--- src/rtl/fetch_stage_pkg.sv ---
// Shared constants and state encoding for the instruction-fetch stage.
package fetch_stage_pkg;

    localparam logic [31:0] RESET_PC  = 32'hBFC0_0000;
    localparam logic [31:0] NOP_INSTR = 32'h0000_0000;

    typedef enum logic [1:0] {
        S_IDLE = 2'd0,
        S_REQ  = 2'd1,
        S_WAIT = 2'd2,
        S_HOLD = 2'd3
    } fetch_state_e;

endpackage

--- src/rtl/if_id_reg.sv ---
// IF/ID pipeline register: holds on stall, loads a bubble on flush or when no
// fetch is ready; kill (exception redirect) overrides stall.
module if_id_reg (
    input  logic        clk,
    input  logic        rst,
    input  logic        stall,
    input  logic        flush,
    input  logic        kill,
    input  logic        load,
    input  logic [31:0] instr_in,
    input  logic [31:0] pc_in,
    input  logic        ds_in,
    input  logic        adel_in,
    output logic [31:0] instr_out,
    output logic [31:0] pc_out,
    output logic        ds_out,
    output logic        adel_out
);
    import fetch_stage_pkg::*;

    logic [31:0] instr_q, instr_d;
    logic [31:0] pc_q, pc_d;
    logic        ds_q, ds_d;
    logic        adel_q, adel_d;

    always_comb begin
        instr_d = instr_q;
        pc_d    = pc_q;
        ds_d    = ds_q;
        adel_d  = adel_q;
        if (kill || (!stall && (flush || !load))) begin
            instr_d = NOP_INSTR;
            pc_d    = 32'h0;
            ds_d    = 1'b0;
            adel_d  = 1'b0;
        end else if (!stall) begin
            instr_d = instr_in;
            pc_d    = pc_in;
            ds_d    = ds_in;
            adel_d  = adel_in;
        end
    end

    always_ff @(posedge clk) begin
        if (rst) begin
            instr_q <= NOP_INSTR;
            pc_q    <= 32'h0;
            ds_q    <= 1'b0;
            adel_q  <= 1'b0;
        end else begin
            instr_q <= instr_d;
            pc_q    <= pc_d;
            ds_q    <= ds_d;
            adel_q  <= adel_d;
        end
    end

    assign instr_out = instr_q;
    assign pc_out    = pc_q;
    assign ds_out    = ds_q;
    assign adel_out  = adel_q;

endmodule

--- src/rtl/fetch_stage.sv ---
// Instruction fetch with one outstanding SRAM-like request, MIPS delay-slot
// redirects, exception redirects with late-data cancellation, and the IF/ID register.
module fetch_stage (
    input  logic        clk,
    input  logic        rst,
    input  logic        stallD,
    input  logic        flushD,
    input  logic        except_flush,
    input  logic [31:0] pc_new,
    input  logic        redirect_valid,
    input  logic [31:0] redirect_target,
    input  logic        branch_inD,
    output logic        inst_req,
    output logic [31:0] inst_addr,
    input  logic        inst_addr_ok,
    input  logic        inst_data_ok,
    input  logic [31:0] inst_rdata,
    output logic [31:0] instrD,
    output logic [31:0] pcD,
    output logic        in_delayslotD,
    output logic        adelD,
    output logic        inst_stall
);
    import fetch_stage_pkg::*;

    fetch_state_e state_q, state_d;
    logic [31:0]  pc_q, pc_d;
    logic         redir_pend_q, redir_pend_d;
    logic [31:0]  redir_target_q, redir_target_d;
    logic         cancel_q, cancel_d;
    logic [31:0]  hold_data_q, hold_data_d;
    logic         ds_pend_q, ds_pend_d;

    logic         data_avail, deliver, adel_fire, id_load, ds_tag, outstanding;
    logic [31:0]  fetch_word, seq_pc;

    always_comb begin
        data_avail = !cancel_q &&
                     ((state_q == S_WAIT && inst_data_ok) ||
                      (state_q == S_REQ && inst_addr_ok && inst_data_ok));
        fetch_word = (state_q == S_HOLD) ? hold_data_q : inst_rdata;
        deliver    = (data_avail || state_q == S_HOLD) && !stallD && !except_flush;
        adel_fire  = state_q == S_IDLE && pc_q[1:0] != 2'b00 && !stallD && !except_flush;
        id_load    = deliver || adel_fire;
        ds_tag     = branch_inD || ds_pend_q;
        // The fetch being delivered is the delay slot when a redirect is live.
        seq_pc     = redirect_valid ? redirect_target :
                     (redir_pend_q ? redir_target_q : pc_q + 32'd4);
        outstanding = (state_q == S_WAIT && !inst_data_ok) ||
                      (state_q == S_REQ && inst_addr_ok && !inst_data_ok);

        state_d        = state_q;
        pc_d           = pc_q;
        redir_pend_d   = redir_pend_q;
        redir_target_d = redir_target_q;
        cancel_d       = cancel_q;
        hold_data_d    = hold_data_q;
        ds_pend_d      = ds_pend_q;

        if (except_flush) begin
            pc_d         = pc_new;
            redir_pend_d = 1'b0;
            ds_pend_d    = 1'b0;
            cancel_d     = outstanding;
            state_d      = outstanding ? S_WAIT : S_IDLE;
        end else begin
            if (redirect_valid && !deliver) begin
                redir_pend_d   = 1'b1;
                redir_target_d = redirect_target;
            end
            // Branch left ID before its delay slot arrived: tag the next delivery.
            if (!stallD && branch_inD && !id_load)
                ds_pend_d = 1'b1;
            if (id_load)
                ds_pend_d = 1'b0;
            if (data_avail && !deliver)
                hold_data_d = inst_rdata;

            if (deliver) begin
                pc_d         = seq_pc;
                redir_pend_d = 1'b0;
                state_d      = (seq_pc[1:0] == 2'b00) ? S_REQ : S_IDLE;
            end else begin
                case (state_q)
                    S_IDLE: if (!stallD && pc_q[1:0] == 2'b00) state_d = S_REQ;
                    S_REQ:  if (inst_addr_ok) state_d = data_avail ? S_HOLD : S_WAIT;
                    S_WAIT: if (inst_data_ok) begin
                        if (cancel_q) begin
                            cancel_d = 1'b0;
                            state_d  = S_IDLE;
                        end else begin
                            state_d  = S_HOLD;
                        end
                    end
                    default: state_d = state_q;
                endcase
            end
        end
    end

    always_ff @(posedge clk) begin
        if (rst) begin
            state_q        <= S_IDLE;
            pc_q           <= RESET_PC;
            redir_pend_q   <= 1'b0;
            redir_target_q <= 32'h0;
            cancel_q       <= 1'b0;
            hold_data_q    <= NOP_INSTR;
            ds_pend_q      <= 1'b0;
        end else begin
            state_q        <= state_d;
            pc_q           <= pc_d;
            redir_pend_q   <= redir_pend_d;
            redir_target_q <= redir_target_d;
            cancel_q       <= cancel_d;
            hold_data_q    <= hold_data_d;
            ds_pend_q      <= ds_pend_d;
        end
    end

    assign inst_req   = state_q == S_REQ;
    assign inst_addr  = pc_q;
    assign inst_stall = state_q == S_REQ || state_q == S_WAIT || cancel_q;

    if_id_reg u_if_id (
        .clk       (clk),
        .rst       (rst),
        .stall     (stallD),
        .flush     (flushD),
        .kill      (except_flush),
        .load      (id_load),
        .instr_in  (adel_fire ? NOP_INSTR : fetch_word),
        .pc_in     (pc_q),
        .ds_in     (ds_tag),
        .adel_in   (adel_fire),
        .instr_out (instrD),
        .pc_out    (pcD),
        .ds_out    (in_delayslotD),
        .adel_out  (adelD)
    );

endmodule
--- config.mk ---
export PLATFORM = sky130hd
export DESIGN_NAME = fetch_stage
export DESIGN_NICKNAME = d
export VERILOG_FILES = /design/src/rtl/fetch_stage_pkg.sv /design/src/rtl/if_id_reg.sv /design/src/rtl/fetch_stage.sv
export SDC_FILE = /design/constraint.sdc
export NUM_CORES = 1
export LEC_CHECK = 0
export ABC_AREA = 1
export ABC_CLOCK_PERIOD_IN_PS = 1850
export CAP_MARGIN = 20
export CORE_ASPECT_RATIO = 1.2
export CORE_UTILIZATION = 45
export CTS_CLUSTER_SIZE = 14
export DETAILED_ROUTE_END_ITERATION = 10
export GPL_ROUTABILITY_DRIVEN = 0
export PLACE_DENSITY = 0.77
export SYNTH_ARGS = -nofsm -noshare
export SYNTH_HDL_FRONTEND = slang
export SYNTH_SLANG_ARGS = --single-unit
--- constraint.sdc ---
create_clock -name clk -period 1.85 [get_ports clk]
set_input_delay 0.2775 -clock clk [delete_from_list [all_inputs] [get_ports clk]]
set_output_delay 0.2775 -clock clk [all_outputs]
set_load 0.005 [all_outputs]
# Word level (Yosys, flattened, before mapping)
# Cells that the tools add are included.
# Widths: inputs -> output; s select.
[word_totals] regBits=167
[classes] n_addsub=1 eq_ne=7 n_mux=20 bitwise_logic=1 n_reduce_logical=47
[ops] cell="$mux 32" count=6
[ops] cell="$add 32x3->32 const B" count=1
[ops] cell="$logic_and 1x1->1" count=17
[ops] cell="$mux 2" count=7
[ops] cell="$logic_or 1x1->1" count=9
[ops] cell="$reduce_bool 2->1" count=4
[ops] cell="$logic_not 1->1" count=6
[ops] cell="$logic_not 2->1" count=3
[ops] cell="$mux 1" count=6
[ops] cell="$pmux 2 s3" count=1
[ops] cell="$reduce_or 3->1" count=2
[ops] cell="$reduce_bool 5->1" count=1
[ops] cell="$eq 2x2->1 const B" count=2
[ops] cell="$ne 4x2->1 const B" count=1
[ops] cell="$ne 4x3->1 const B" count=1
[ops] cell="$ne 4x4->1 const B" count=1
[ops] cell="$reduce_and 2->1" count=2
[ops] cell="$reduce_and 4->1" count=1
[ops] cell="$reduce_and 3->1" count=1
[ops] cell="$eq 2x1->1 const B" count=1
[ops] cell="$ne 2x2->1 const B" count=1
[ops] cell="$reduce_or 2->1" count=1
[ops] cell="$not 1->1" count=1

# Logic depth before layout (Yosys ltp)
# Gate-level depths: netlist (run 1).
[depth] ltp_word=14 depth_mapped=14

# Cells and area by module
# A second synthesis (run 1) with hierarchy kept.
[unflattened] hier_cells=1356 area_unflattened_um2=8692.1
[modules_own_cells] module="fetch_stage" instances=1 cells_each=999 area_per_inst_um2=6074.6 seq_area_each_um2=2021.9
[modules_own_cells] module="if_id_reg" instances=1 cells_each=357 area_per_inst_um2=2617.5 seq_area_each_um2=1321.3

# Worst setup path after synthesis (run 1)
# Ideal clock, no wire load.
[synth_timing] kind="reg2reg" startpoint="register state_q[1]" endpoint="register u_if_id.pc_q[0] (netlist: u_if_id.pc_out[0])" setup_time_ns=0.119 arrival_ns=1.729 required_ns=1.731 setup_slack_ns=0.002 stages_incl_launch_ff=13 path_buffers=2 synth_period_minus_slack_ns=1.848 cell_sequence="dfxtp_1 -> inv_1 -> ha_1 -> nand2_1 -> nand2_2 -> nand2_2 -> nor2_8 -> o21ai_4 -> a21oi_1 -> o21ai_1 -> buf_4 -> buf_6 -> nor2_2"
[synth_via] elab_chain_len=14
[synth_rtl] element="from (decl)" line_no="fetch_stage.sv:26" text="fetch_state_e state_q, state_d;"
[synth_rtl] element="from (signal assigned)" line_no="fetch_stage.sv:111" text="state_q <= state_d;"
[synth_rtl] element="$eq 2x1->1"
[synth_rtl] element="named net inst_req" line_no="fetch_stage.sv:13" text="output logic inst_req,"
[synth_rtl] element="$logic_and 1x1->1 (2 in a row)" line_no="fetch_stage.sv:40" text="(state_q == S_REQ && inst_addr_ok && inst_data_ok));"
[synth_rtl] element="$logic_or 1x1->1" line_no="fetch_stage.sv:39" text="((state_q == S_WAIT && inst_data_ok) ||"
[synth_rtl] element="$logic_and 1x1->1" line_no="fetch_stage.sv:38" text="data_avail = !cancel_q &&"
[synth_rtl] element="$logic_or 1x1->1" line_no="fetch_stage.sv:42" text="deliver = (data_avail || state_q == S_HOLD) && !stallD && !except_flush;"
[synth_rtl] element="$logic_and 1x1->1 (2 in a row)" line_no="fetch_stage.sv:42"
[synth_rtl] element="$logic_or 1x1->1" line_no="fetch_stage.sv:44" text="id_load = deliver || adel_fire;"
[synth_rtl] element="$logic_not 1->1" line_no="if_id_reg.sv:31" text="if (kill || (!stall && (flush || !load))) begin"
[synth_rtl] element="$logic_or 1x1->1" line_no="if_id_reg.sv:31"
[synth_rtl] element="$logic_and 1x1->1" line_no="if_id_reg.sv:31"
[synth_rtl] element="$logic_or 1x1->1" line_no="if_id_reg.sv:31"
[synth_rtl] element="$reduce_or 2->1 (no source line)"
[synth_rtl] element="to (signal assigned)" line_no="if_id_reg.sv:52" text="pc_q <= pc_d;"
[synth_rtl] element="to (decl)" line_no="if_id_reg.sv:22" text="logic [31:0] pc_q, pc_d;"
# The timed path passes the listed nets, and every way through them passes these cells.
# A chain may end at the register's enable or synchronous reset.

# Final worst setup path (run 1)
[layout_timing] startpoint="register state_q[1]" endpoint="register redir_target_q[16]"
[layout_via] elab_chain_len=11
[layout_rtl] element="$eq 2x1->1" line_no="fetch_stage.sv:40"
[layout_rtl] element="$logic_and 1x1->1 (2 in a row)" line_no="fetch_stage.sv:40"
[layout_rtl] element="$logic_or 1x1->1" line_no="fetch_stage.sv:39"
[layout_rtl] element="$logic_and 1x1->1" line_no="fetch_stage.sv:38"
[layout_rtl] element="$logic_or 1x1->1 *" line_no="fetch_stage.sv:42"
[layout_rtl] element="$logic_and 1x1->1 * (2 in a row)" line_no="fetch_stage.sv:42"
[layout_rtl] element="$logic_not 1->1 *" line_no="fetch_stage.sv:67" text="if (redirect_valid && !deliver) begin"
[layout_rtl] element="$logic_and 1x1->1 *" line_no="fetch_stage.sv:67"
[layout_rtl] element="$reduce_and 2->1 (no source line) *"
[layout_rtl] element="to (signal assigned)" line_no="fetch_stage.sv:114" text="redir_target_q <= redir_target_d;"
[layout_rtl] element="to (decl)" line_no="fetch_stage.sv:29" text="logic [31:0] redir_target_q, redir_target_d;"
# Every way passes the cells marked *; elsewhere a longest branch is shown, timed or not.

==> results.tsv, run 1 <==
stage	metric	value	unit
outcome	outcome	finished with violations	
outcome	violations	negative setup slack	
yosys	synth_top_area_cell	sky130_fd_sc_hd__dfxtp_1	
global_route	global_route.usage.total	0.319	
routing	antenna_violating_nets_post_route	0	
floorplanning	die_w	127	um
clock_tree	cts_buffers	17	
critical_path	cp.arrival	2.25	ns
clock_tree	clk_latency_worst_skew_pair	0.44	ns
yosys	async_reset_ff_frac	0	
yosys	syn-cell-area	8450	sq um
power_and_ir_drop	cellPowerDensity	825	nW/um^2
run	maxCapViolations	0	
routing	wl	33700	um
power_and_ir_drop	switching_power	0.00353	W
critical_path	worst_ep_required_time	2.16	ns
clock_tree	clk_pin_slew_worst_paths	0.07	ns
clock_tree	cts-root-to-sink-buffers	2	
critical_path	critical_path_launch_point_type	flip-flop	
final_layout	antenna-diode-count	0	
floorplanning	fp-row-count	54	
yosys	synth.top_cell.area_share	0.396	
hold_path	hp-start	rst	
power_and_ir_drop	leakagePower	5.14	nW
sta	rsz0062_at_grt	true	
yosys	cell_count_after_synthesis	1290	
final_layout	finish.utilization	0.711	
sta	relative_slew_slack	0.638	
floorplanning	boundaryPins	205	
routing	drc	0	
place	place_hpwl	21400	um
critical_path	crit-reg2reg-launch	state_q[1]	
hold_path	timing.hold.worst.class	in2reg	
yosys	ys_seq_elements	167	
critical_path	worstSetupEndpointType	flip-flop	
final_layout	layout-area-overhead-vs-synth	54.0	%
clock_tree	htree_levels	4	
critical_path	crit_path_start	state_q[1]	
power_and_ir_drop	power_switching_share	0.328	
critical_path	critical_path.max_fanout	8	
final_layout	drive_gt1_frac	0.220	
clock_tree	hold_buffers	0	
sta	period_minus_slack	1.94	ns
routing	vias_per_cell	5.57	
routing	routed_wire_length_per_instance	18.5	um
sta	max_freq	0.517	GHz
routing	1st_pass_router_iterations	8	
power_and_ir_drop	max_ir_drop_vdd	0.723	mV
sta	final-max-slew-violation-count	0	
final_layout	finalNetCount	1671	
yosys	synth_warnings	0	
sta	max_slew.worst_pin.slew	0.540	ns
place	placement.io_buffers	204	
hold_path	holdPathStages	4	
floorplanning	die-height	152	um
power_and_ir_drop	intPower	0.00722	W
power_and_ir_drop	p_seq_frac	0.377	
power_and_ir_drop	power.clock.fraction	0.336	
global_route	antenna_violations_before_repair	0	
yosys	seq_area_frac_synth	0.396	
yosys	most_instantiated_flip_flop_cell_in_the_synthesis_netlist	sky130_fd_sc_hd__dfxtp_1	
global_route	first_global_vias	9375	
routing	routed-via-count	10169	
floorplanning	initial_core_util	0.462	
sta	finalSetupViolCount	70	
sta	timing_hold_violations_final	0	
sta	final_clock_period_utilization_by_the_worst_path	1.05	
power_and_ir_drop	combPwrFrac	0.287	
clock_tree	number_of_clock_sinks	167	
routing	first_iter_violations	1206	
global_route	grt_ovf	0	
yosys	number_of_enable_type_register_cells_in_the_synthesized_netlist	0	
critical_path	timing_worst_setup_path_type	reg2reg	
yosys	yosys.cell_types.count	32	
critical_path	r2r.worst_path.cells	15	
yosys	postSynthAreaPerCell	6.55	sq um
yosys	synth_top_cells_by_area	sky130_fd_sc_hd__dfxtp_1 40%, sky130_fd_sc_hd__nand2_1 17%, sky130_fd_sc_hd__nor2_1 7.6%, sky130_fd_sc_hd__o21ai_0 6.2%, sky130_fd_sc_hd__a21oi_1 5.8%	
yosys	yosys-top-cells-count	388 x sky130_fd_sc_hd__nand2_1, 171 x sky130_fd_sc_hd__nor2_1, 167 x sky130_fd_sc_hd__dfxtp_1	
sta	holdWs	0.298	ns
final_layout	fillers	1426	
clock_tree	cell_at_the_root_of_the_clock_tree	sky130_fd_sc_hd__clkbuf_16	
floorplanning	design.die.area	19300	sq um
sta	skew	0.0114	ns
global_route	grt_first_pass_wirelength	48100	um
yosys	synth.most_common_cell	sky130_fd_sc_hd__nand2_1	
floorplanning	core	18300	sq um
clock_tree	tritoncts	done	
sta	worst_slack	-0.0858	ns
global_route	grt_max_degree	44	
yosys	net_count_synth	1400	
-- cell usage in the layout (no fill, tap or decap), types with 15 or more instances in the layout --
cell type / Yosys / routed
sky130_fd_sc_hd__a21oi_1: 98 / 70
sky130_fd_sc_hd__a21oi_2: 0 / 28
sky130_fd_sc_hd__buf_12: 0 / 15
sky130_fd_sc_hd__buf_4: 7 / 82
sky130_fd_sc_hd__buf_6: 4 / 17
sky130_fd_sc_hd__clkbuf_16: 0 / 20
sky130_fd_sc_hd__clkdlybuf4s50_1: 0 / 200
sky130_fd_sc_hd__dfxtp_1: 167 / 157
sky130_fd_sc_hd__inv_1: 76 / 71
sky130_fd_sc_hd__nand2_1: 388 / 338
sky130_fd_sc_hd__nand2_2: 4 / 37
sky130_fd_sc_hd__nand2_4: 0 / 16
sky130_fd_sc_hd__nand3_1: 80 / 70
sky130_fd_sc_hd__nor2_1: 171 / 154
sky130_fd_sc_hd__nor2_2: 41 / 48
sky130_fd_sc_hd__o211ai_1: 39 / 39
sky130_fd_sc_hd__o21ai_0: 104 / 95
-- final cells by class --
class / count / area [sq um] / share of cell area
multi-input cells: 963 / 4980 / 0.382
clock inverters: 15 / 158 / 0.0121
clock buffers: 17 / 425 / 0.0327
repair inverters: 1 / 16.3 / 0.00125
repair buffers: 331 / 3440 / 0.264
well taps: 252 / 315 / 0.0242
inverters: 80 / 332 / 0.0255
flip-flops and latches: 167 / 3360 / 0.258
-- logic make-up after synthesis --
family          count (synthesis)  share of synthesized area
xor+xnor                        8                    0.00829
compound gates                250                      0.162
buf+inv                       160                     0.0804
mux                             7                    0.00829
fa+ha+maj                       5                    0.00740
simple gates                  693                      0.338
flops                         167                      0.396
-- power by group through the flow --
stage	sequential, W	combinational (W)	clock [W]
2_1_floorplan	0.00404	0.00119	0
3_3_place_gp	0.00407	0.00235	0
3_5_place_dp	0.00407	0.00238	0
4_1_cts	0.00401	0.00266	0.00358
5_1_grt	0.00407	0.00328	0.00377
6_report	0.00405	0.00308	0.00361
-- metal layers --
layer	wire (um)	track usage	vias to the layer above
met5	0	0	-
met4	2610	0.215	0
met3	3120	0.0592	165
met2	16100	0.529	669
met1	11900	0.373	4628
li1	-	-	4707
-- critical path, stage by stage (launching register included) --
cell and delay (ns):
sky130_fd_sc_hd__dfxtp_4 0.39, sky130_fd_sc_hd__inv_4 0.04, sky130_fd_sc_hd__ha_4 0.15, sky130_fd_sc_hd__nand2_2 0.06
sky130_fd_sc_hd__nand2_2 0.07, sky130_fd_sc_hd__nand2_4 0.08, sky130_fd_sc_hd__nor2_8 0.05, sky130_fd_sc_hd__o21ai_4 0.17
sky130_fd_sc_hd__nand2_4 0.09, sky130_fd_sc_hd__buf_6 0.13, sky130_fd_sc_hd__nor2_4 0.11, sky130_fd_sc_hd__buf_6 0.13
sky130_fd_sc_hd__inv_8 0.05, sky130_fd_sc_hd__buf_12 0.14, sky130_fd_sc_hd__nand2_2 0.07, sky130_fd_sc_hd__a21oi_2 0.05
-- registers in the layout (all words and copies together), names as in the netlist --
register,count
cancel_q,1
ds_pend_q,1
hold_data_q,32
inst_addr,32
redir_pend_q,1
redir_target_q,32
state_q,2
u_if_id.adel_out,1
u_if_id.ds_out,1
u_if_id.instr_out,32
u_if_id.pc_out,32
-- repair_timing --
item	in CTS	in global routing
gates resized for setup	60	172
setup endpoints to repair	157	171
pin swaps	11	16
cloned	7	6
buffers inserted	20	4
-- stage by stage --
step                      setup TNS [ns]  setup WS [ns]  instances  power, W  area (sq um)
final                              -3.31        -0.0858       1826    0.0107         13000
after global routing              -14.39         -0.189       1826    0.0111         13000
after CTS                          -2.24        -0.0888       1817    0.0103         12300
after detailed placement          -28.01         -0.281       1759   0.00646         11200
after global placement            -25.28         -0.267       1759   0.00642         11200
after floorplan                        0        0.00220       1290   0.00523          8450
-- final timing paths --
path                        end  slack (ns)
min                    cancel_q        0.30
min reg2reg     hold_data_q[14]        0.46
max reg2reg  redir_target_q[16]       -0.09
max          redir_target_q[16]       -0.09
Note: power is estimated with default switching activity, not from simulation.
==> inputs of run 2 (changes only) <==
--- a/config.mk
+++ b/config.mk
@@ -9,11 +9,14 @@
 export ABC_CLOCK_PERIOD_IN_PS = 1850
 export CAP_MARGIN = 20
 export CORE_ASPECT_RATIO = 1.2
-export CORE_UTILIZATION = 45
+export CORE_UTILIZATION = 46
 export CTS_CLUSTER_SIZE = 14
 export DETAILED_ROUTE_END_ITERATION = 10
 export GPL_ROUTABILITY_DRIVEN = 0
-export PLACE_DENSITY = 0.77
+export GPL_TIMING_DRIVEN = 0
+export HOLD_SLACK_MARGIN = 0.1
+export PLACE_DENSITY = 0.78
 export SYNTH_ARGS = -nofsm -noshare
 export SYNTH_HDL_FRONTEND = slang
+export SYNTH_HIERARCHICAL = 1
 export SYNTH_SLANG_ARGS = --single-unit
==> results.tsv, run 2 <==
stage	metric	value	unit	change
clock_tree	clk_latency_worst_skew_pair	0.44	ns	about the same
power_and_ir_drop	switching_power	0.00266	W	-25%
yosys	postSynthAreaPerCell	6.41	sq um	-2.2%
sta	max_slew.worst_pin.slew	0.752	ns	+0.212 ns
critical_path	cp.arrival	2.24	ns	about the same
power_and_ir_drop	combPwrFrac	0.201		-0.086
final_layout	seq_area	3380	sq um	+0.71%
outcome	outcome	finished with violations		
yosys	synth_warnings	6		+6
critical_path	cp_buf_inv_count	5		unchanged
yosys	synth_top_area_cell	sky130_fd_sc_hd__dfxtp_1		
yosys	ys_seq_elements	167		unchanged
final_layout	final_cell_mix	386 x sky130_fd_sc_hd__nand2_1, 199 x sky130_fd_sc_hd__clkdlybuf4s50_1, 142 x sky130_fd_sc_hd__dfxtp_1		
clock_tree	cts_buffers	17		unchanged
yosys	yosys.cell_types.count	37		+16%
sta	holdWs	0.402	ns	+0.104 ns
routing	routed-via-count	10019		-1.5%
global_route	first_global_vias	8917		-4.9%
yosys	syn-cell-area	8690	sq um	+2.8%
sta	setup_total_negative_slack	-1.91	ns	+1.40 ns
global_route	grt_max_degree	17		-61%
place	placement.io_buffers	203		-0.49%
critical_path	worst_ep_required_time	2.18	ns	+0.02 ns
routing	wl_met3	2670	um	-14%
place	post-place-ws	-1.03	ns	-0.753 ns
sta	finalSetupViolCount	70		unchanged
routing	highest_layer	met4		
power_and_ir_drop	max_ir_drop_vdd	0.664	mV	-8.2%
sta	final-max-slew-violation-count	0		unchanged
yosys	yosys-top-cells-count	397 x sky130_fd_sc_hd__nand2_1, 167 x sky130_fd_sc_hd__dfxtp_1, 152 x sky130_fd_sc_hd__nor2_1		
yosys	number_of_enable_type_register_cells_in_the_synthesized_netlist	0		unchanged
routing	first_iter_violations	1025		-15%
global_route	grt_first_pass_wirelength	46800	um	-2.9%
routing	1st_pass_router_iterations	6		-2
final_layout	fillers	1492		+4.6%
clock_tree	cts-root-to-sink-buffers	2		unchanged
routing	vias_per_cell	5.35		-3.8%
final_layout	layout-area-overhead-vs-synth	47.4	%	
final_layout	antenna-diode-count	0		unchanged
global_route	grt_ovf	0		unchanged
clock_tree	hold_buffers	0		unchanged
critical_path	path_cells	inv_4 -> ha_4 -> nand2_4 -> nand2_4 -> nand3_4 -> buf_6 -> buf_6 -> or2_4 -> buf_12 -> buf_8 -> o21ai_2 -> a21oi_2		
critical_path	worstSetupEndpointType	flip-flop		
sta	skew	0.0146	ns	+0.00325 ns
power_and_ir_drop	power_switching_share	0.287		-0.0411
final_layout	finish.utilization	0.700		-0.0115
floorplanning	core	18300	sq um	unchanged
floorplanning	design.die.area	19500	sq um	+0.60%
outcome	violations	negative setup slack		
clock_tree	tritoncts	done		
floorplanning	fp-row-count	54		unchanged
hold_path	timing.hold.worst.class	in2reg		
final_layout	drive_gt1_frac	0.167		-0.0531
yosys	synth.most_common_cell	sky130_fd_sc_hd__nand2_1		
floorplanning	die_w	127	um	+0.30%
floorplanning	boundaryPins	205		unchanged
clock_tree	number_of_clock_sinks	167		unchanged
power_and_ir_drop	p_seq_frac	0.429		+0.052
critical_path	critical_path_launch_point_type	flip-flop		
place	place_hpwl	21600	um	+0.66%
run	maxCapViolations	0		unchanged
yosys	most_instantiated_flip_flop_cell_in_the_synthesis_netlist	sky130_fd_sc_hd__dfxtp_1		
final_layout	most_common_library_cell_in_the_layout_ignoring_fill_and_taps	sky130_fd_sc_hd__nand2_1		
final_layout	finalNetCount	1716		+2.7%
critical_path	family_with_the_most_delay_on_the_worst_path	buffers and inverters		
sta	relative_slew_slack	0.498		-0.140
sta	period_minus_slack	1.91	ns	-0.0255 ns
routing	drc	0		unchanged
yosys	cell_count_after_synthesis	1356		+5.1%
critical_path	critical_path.max_fanout	7		-1
power_and_ir_drop	power.clock.fraction	0.371		+0.035
power_and_ir_drop	intPower	0.00661	W	-8.5%
routing	wl	32100	um	-4.8%
routing	m1WireLength	12000	um	+0.91%
routing	antenna_violating_nets_post_route	0		unchanged
sta	max_freq	0.523	GHz	+1.3%
yosys	async_reset_ff_frac	0		unchanged
critical_path	timing.critical_path.slowest_cell_delay	0.36	ns	-0.03 ns
routing	met2_wirelength	15400	um	-4.4%
yosys	net_count_synth	1466		+4.7%
critical_path	timing.critical_path.slowest_stage_cell	sky130_fd_sc_hd__dfxtp_4		
power_and_ir_drop	leakagePower	5.19	nW	+0.97%
sta	timing_hold_violations_final	0		unchanged
global_route	global_route.usage.total	0.310		-0.00888
yosys	synth_top_cells_by_area	sky130_fd_sc_hd__dfxtp_1 38%, sky130_fd_sc_hd__nand2_1 17%, sky130_fd_sc_hd__a21oi_1 7.3%, sky130_fd_sc_hd__nor2_1 6.6%, sky130_fd_sc_hd__inv_1 5.7%		
routing	routed_wire_length_per_instance	17.2	um	-7.1%
power_and_ir_drop	cellPowerDensity	723	nW/um^2	-12%
floorplanning	initial_core_util	0.475		+0.0131
critical_path	timing_worst_setup_path_type	reg2reg		
sta	worst_slack	-0.0603	ns	+0.0255 ns
clock_tree	htree_levels	4		unchanged
yosys	synth.top_cell.area_share	0.385		-0.0109
sta	rsz0062_at_grt	true		
final_layout	area_taken_by_multi_input_logic_gates	5040	sq um	+1.3%
sta	final_clock_period_utilization_by_the_worst_path	1.03		-0.0138
yosys	seq_area_frac_synth	0.385		-0.0109
clock_tree	clk_pin_slew_worst_paths	0.07	ns	about the same
floorplanning	die-height	153	um	+0.30%
clock_tree	cell_at_the_root_of_the_clock_tree	sky130_fd_sc_hd__clkbuf_16		
global_route	antenna_violations_before_repair	0		unchanged
-- run 2: cell type report --
cell class,count,share of cell area
Multi-Input combinational cell,975,0.394
Sequential cell,167,0.264
Timing Repair Buffer,234,0.188
Buffer,75,0.0446
Inverter,136,0.0416
Clock buffer,25,0.0379
Tap cell,252,0.0246
Clock inverter,7,0.00547
-- run 2: kinds of logic (layout without fill, tap and decap cells) --
group	Yosys count	in the layout	share of synthesized area
compound gates	275	275	0.163
xor+xnor	11	11	0.0111
fa+ha+maj	5	5	0.00720
buf+inv	214	477	0.105
flops	167	167	0.385
mux	1	1	0.00115
simple gates	683	683	0.328
-- run 2: worst paths after layout --
kind | slack (ns) | cells after the start | from | endpoint
min reg2reg | 0.45 | 2 | hold_data_q[2] | hold_data_q[2]
max | -0.06 | 12 | state_q[1] | hold_data_q[8]
min | 0.40 | 4 | redirect_valid | redir_target_q[6]
max reg2reg | -0.06 | 12 | state_q[1] | hold_data_q[8]
-- run 2: power by group through the flow --
stage / Clock (W) / Sequential (W) / Combinational (W)
detailed placement: 0 / 0.00402 / 0.00152
CTS: 0.00343 / 0.00395 / 0.00162
global placement: 0 / 0.00402 / 0.00150
finish: 0.00343 / 0.00397 / 0.00186
floorplan: 0 / 0.00396 / 0.000827
global route: 0.00360 / 0.00399 / 0.00201
-- run 2: through the flow --
step	cell area, sq um	total power, W	cells
2_1_floorplan	8720	0.00479	1356
3_3_place_gp	11100	0.00552	1811
3_5_place_dp	11100	0.00554	1811
4_1_cts	12000	0.00901	1861
5_1_grt	12800	0.00959	1871
6_report	12800	0.00926	1871
-- run 2: routing by layer --
layer	track usage	up-vias
li1	-	4772
met1	0.365	4541
met2	0.520	563
met3	0.0600	143
met4	0.184	0
met5	0	-
-- run 2: worst register-to-register path: cells and delay by family, from the launching register on --
kind                     cells  cell delay, ns
adder cells (fa/ha/maj)      1            0.15
flip-flops                   1            0.36
AO/OA/AOI/OAI                2            0.21
AND/OR/NAND/NOR              4            0.47
buffers and inverters        5            0.62
-- run 2: what timing repair did --
action,in CTS,in global routing
gates resized for setup,96,215
pin swaps,9,11
endpoints found under the setup margin,161,165
setup buffers,16,8
gates cloned,4,4
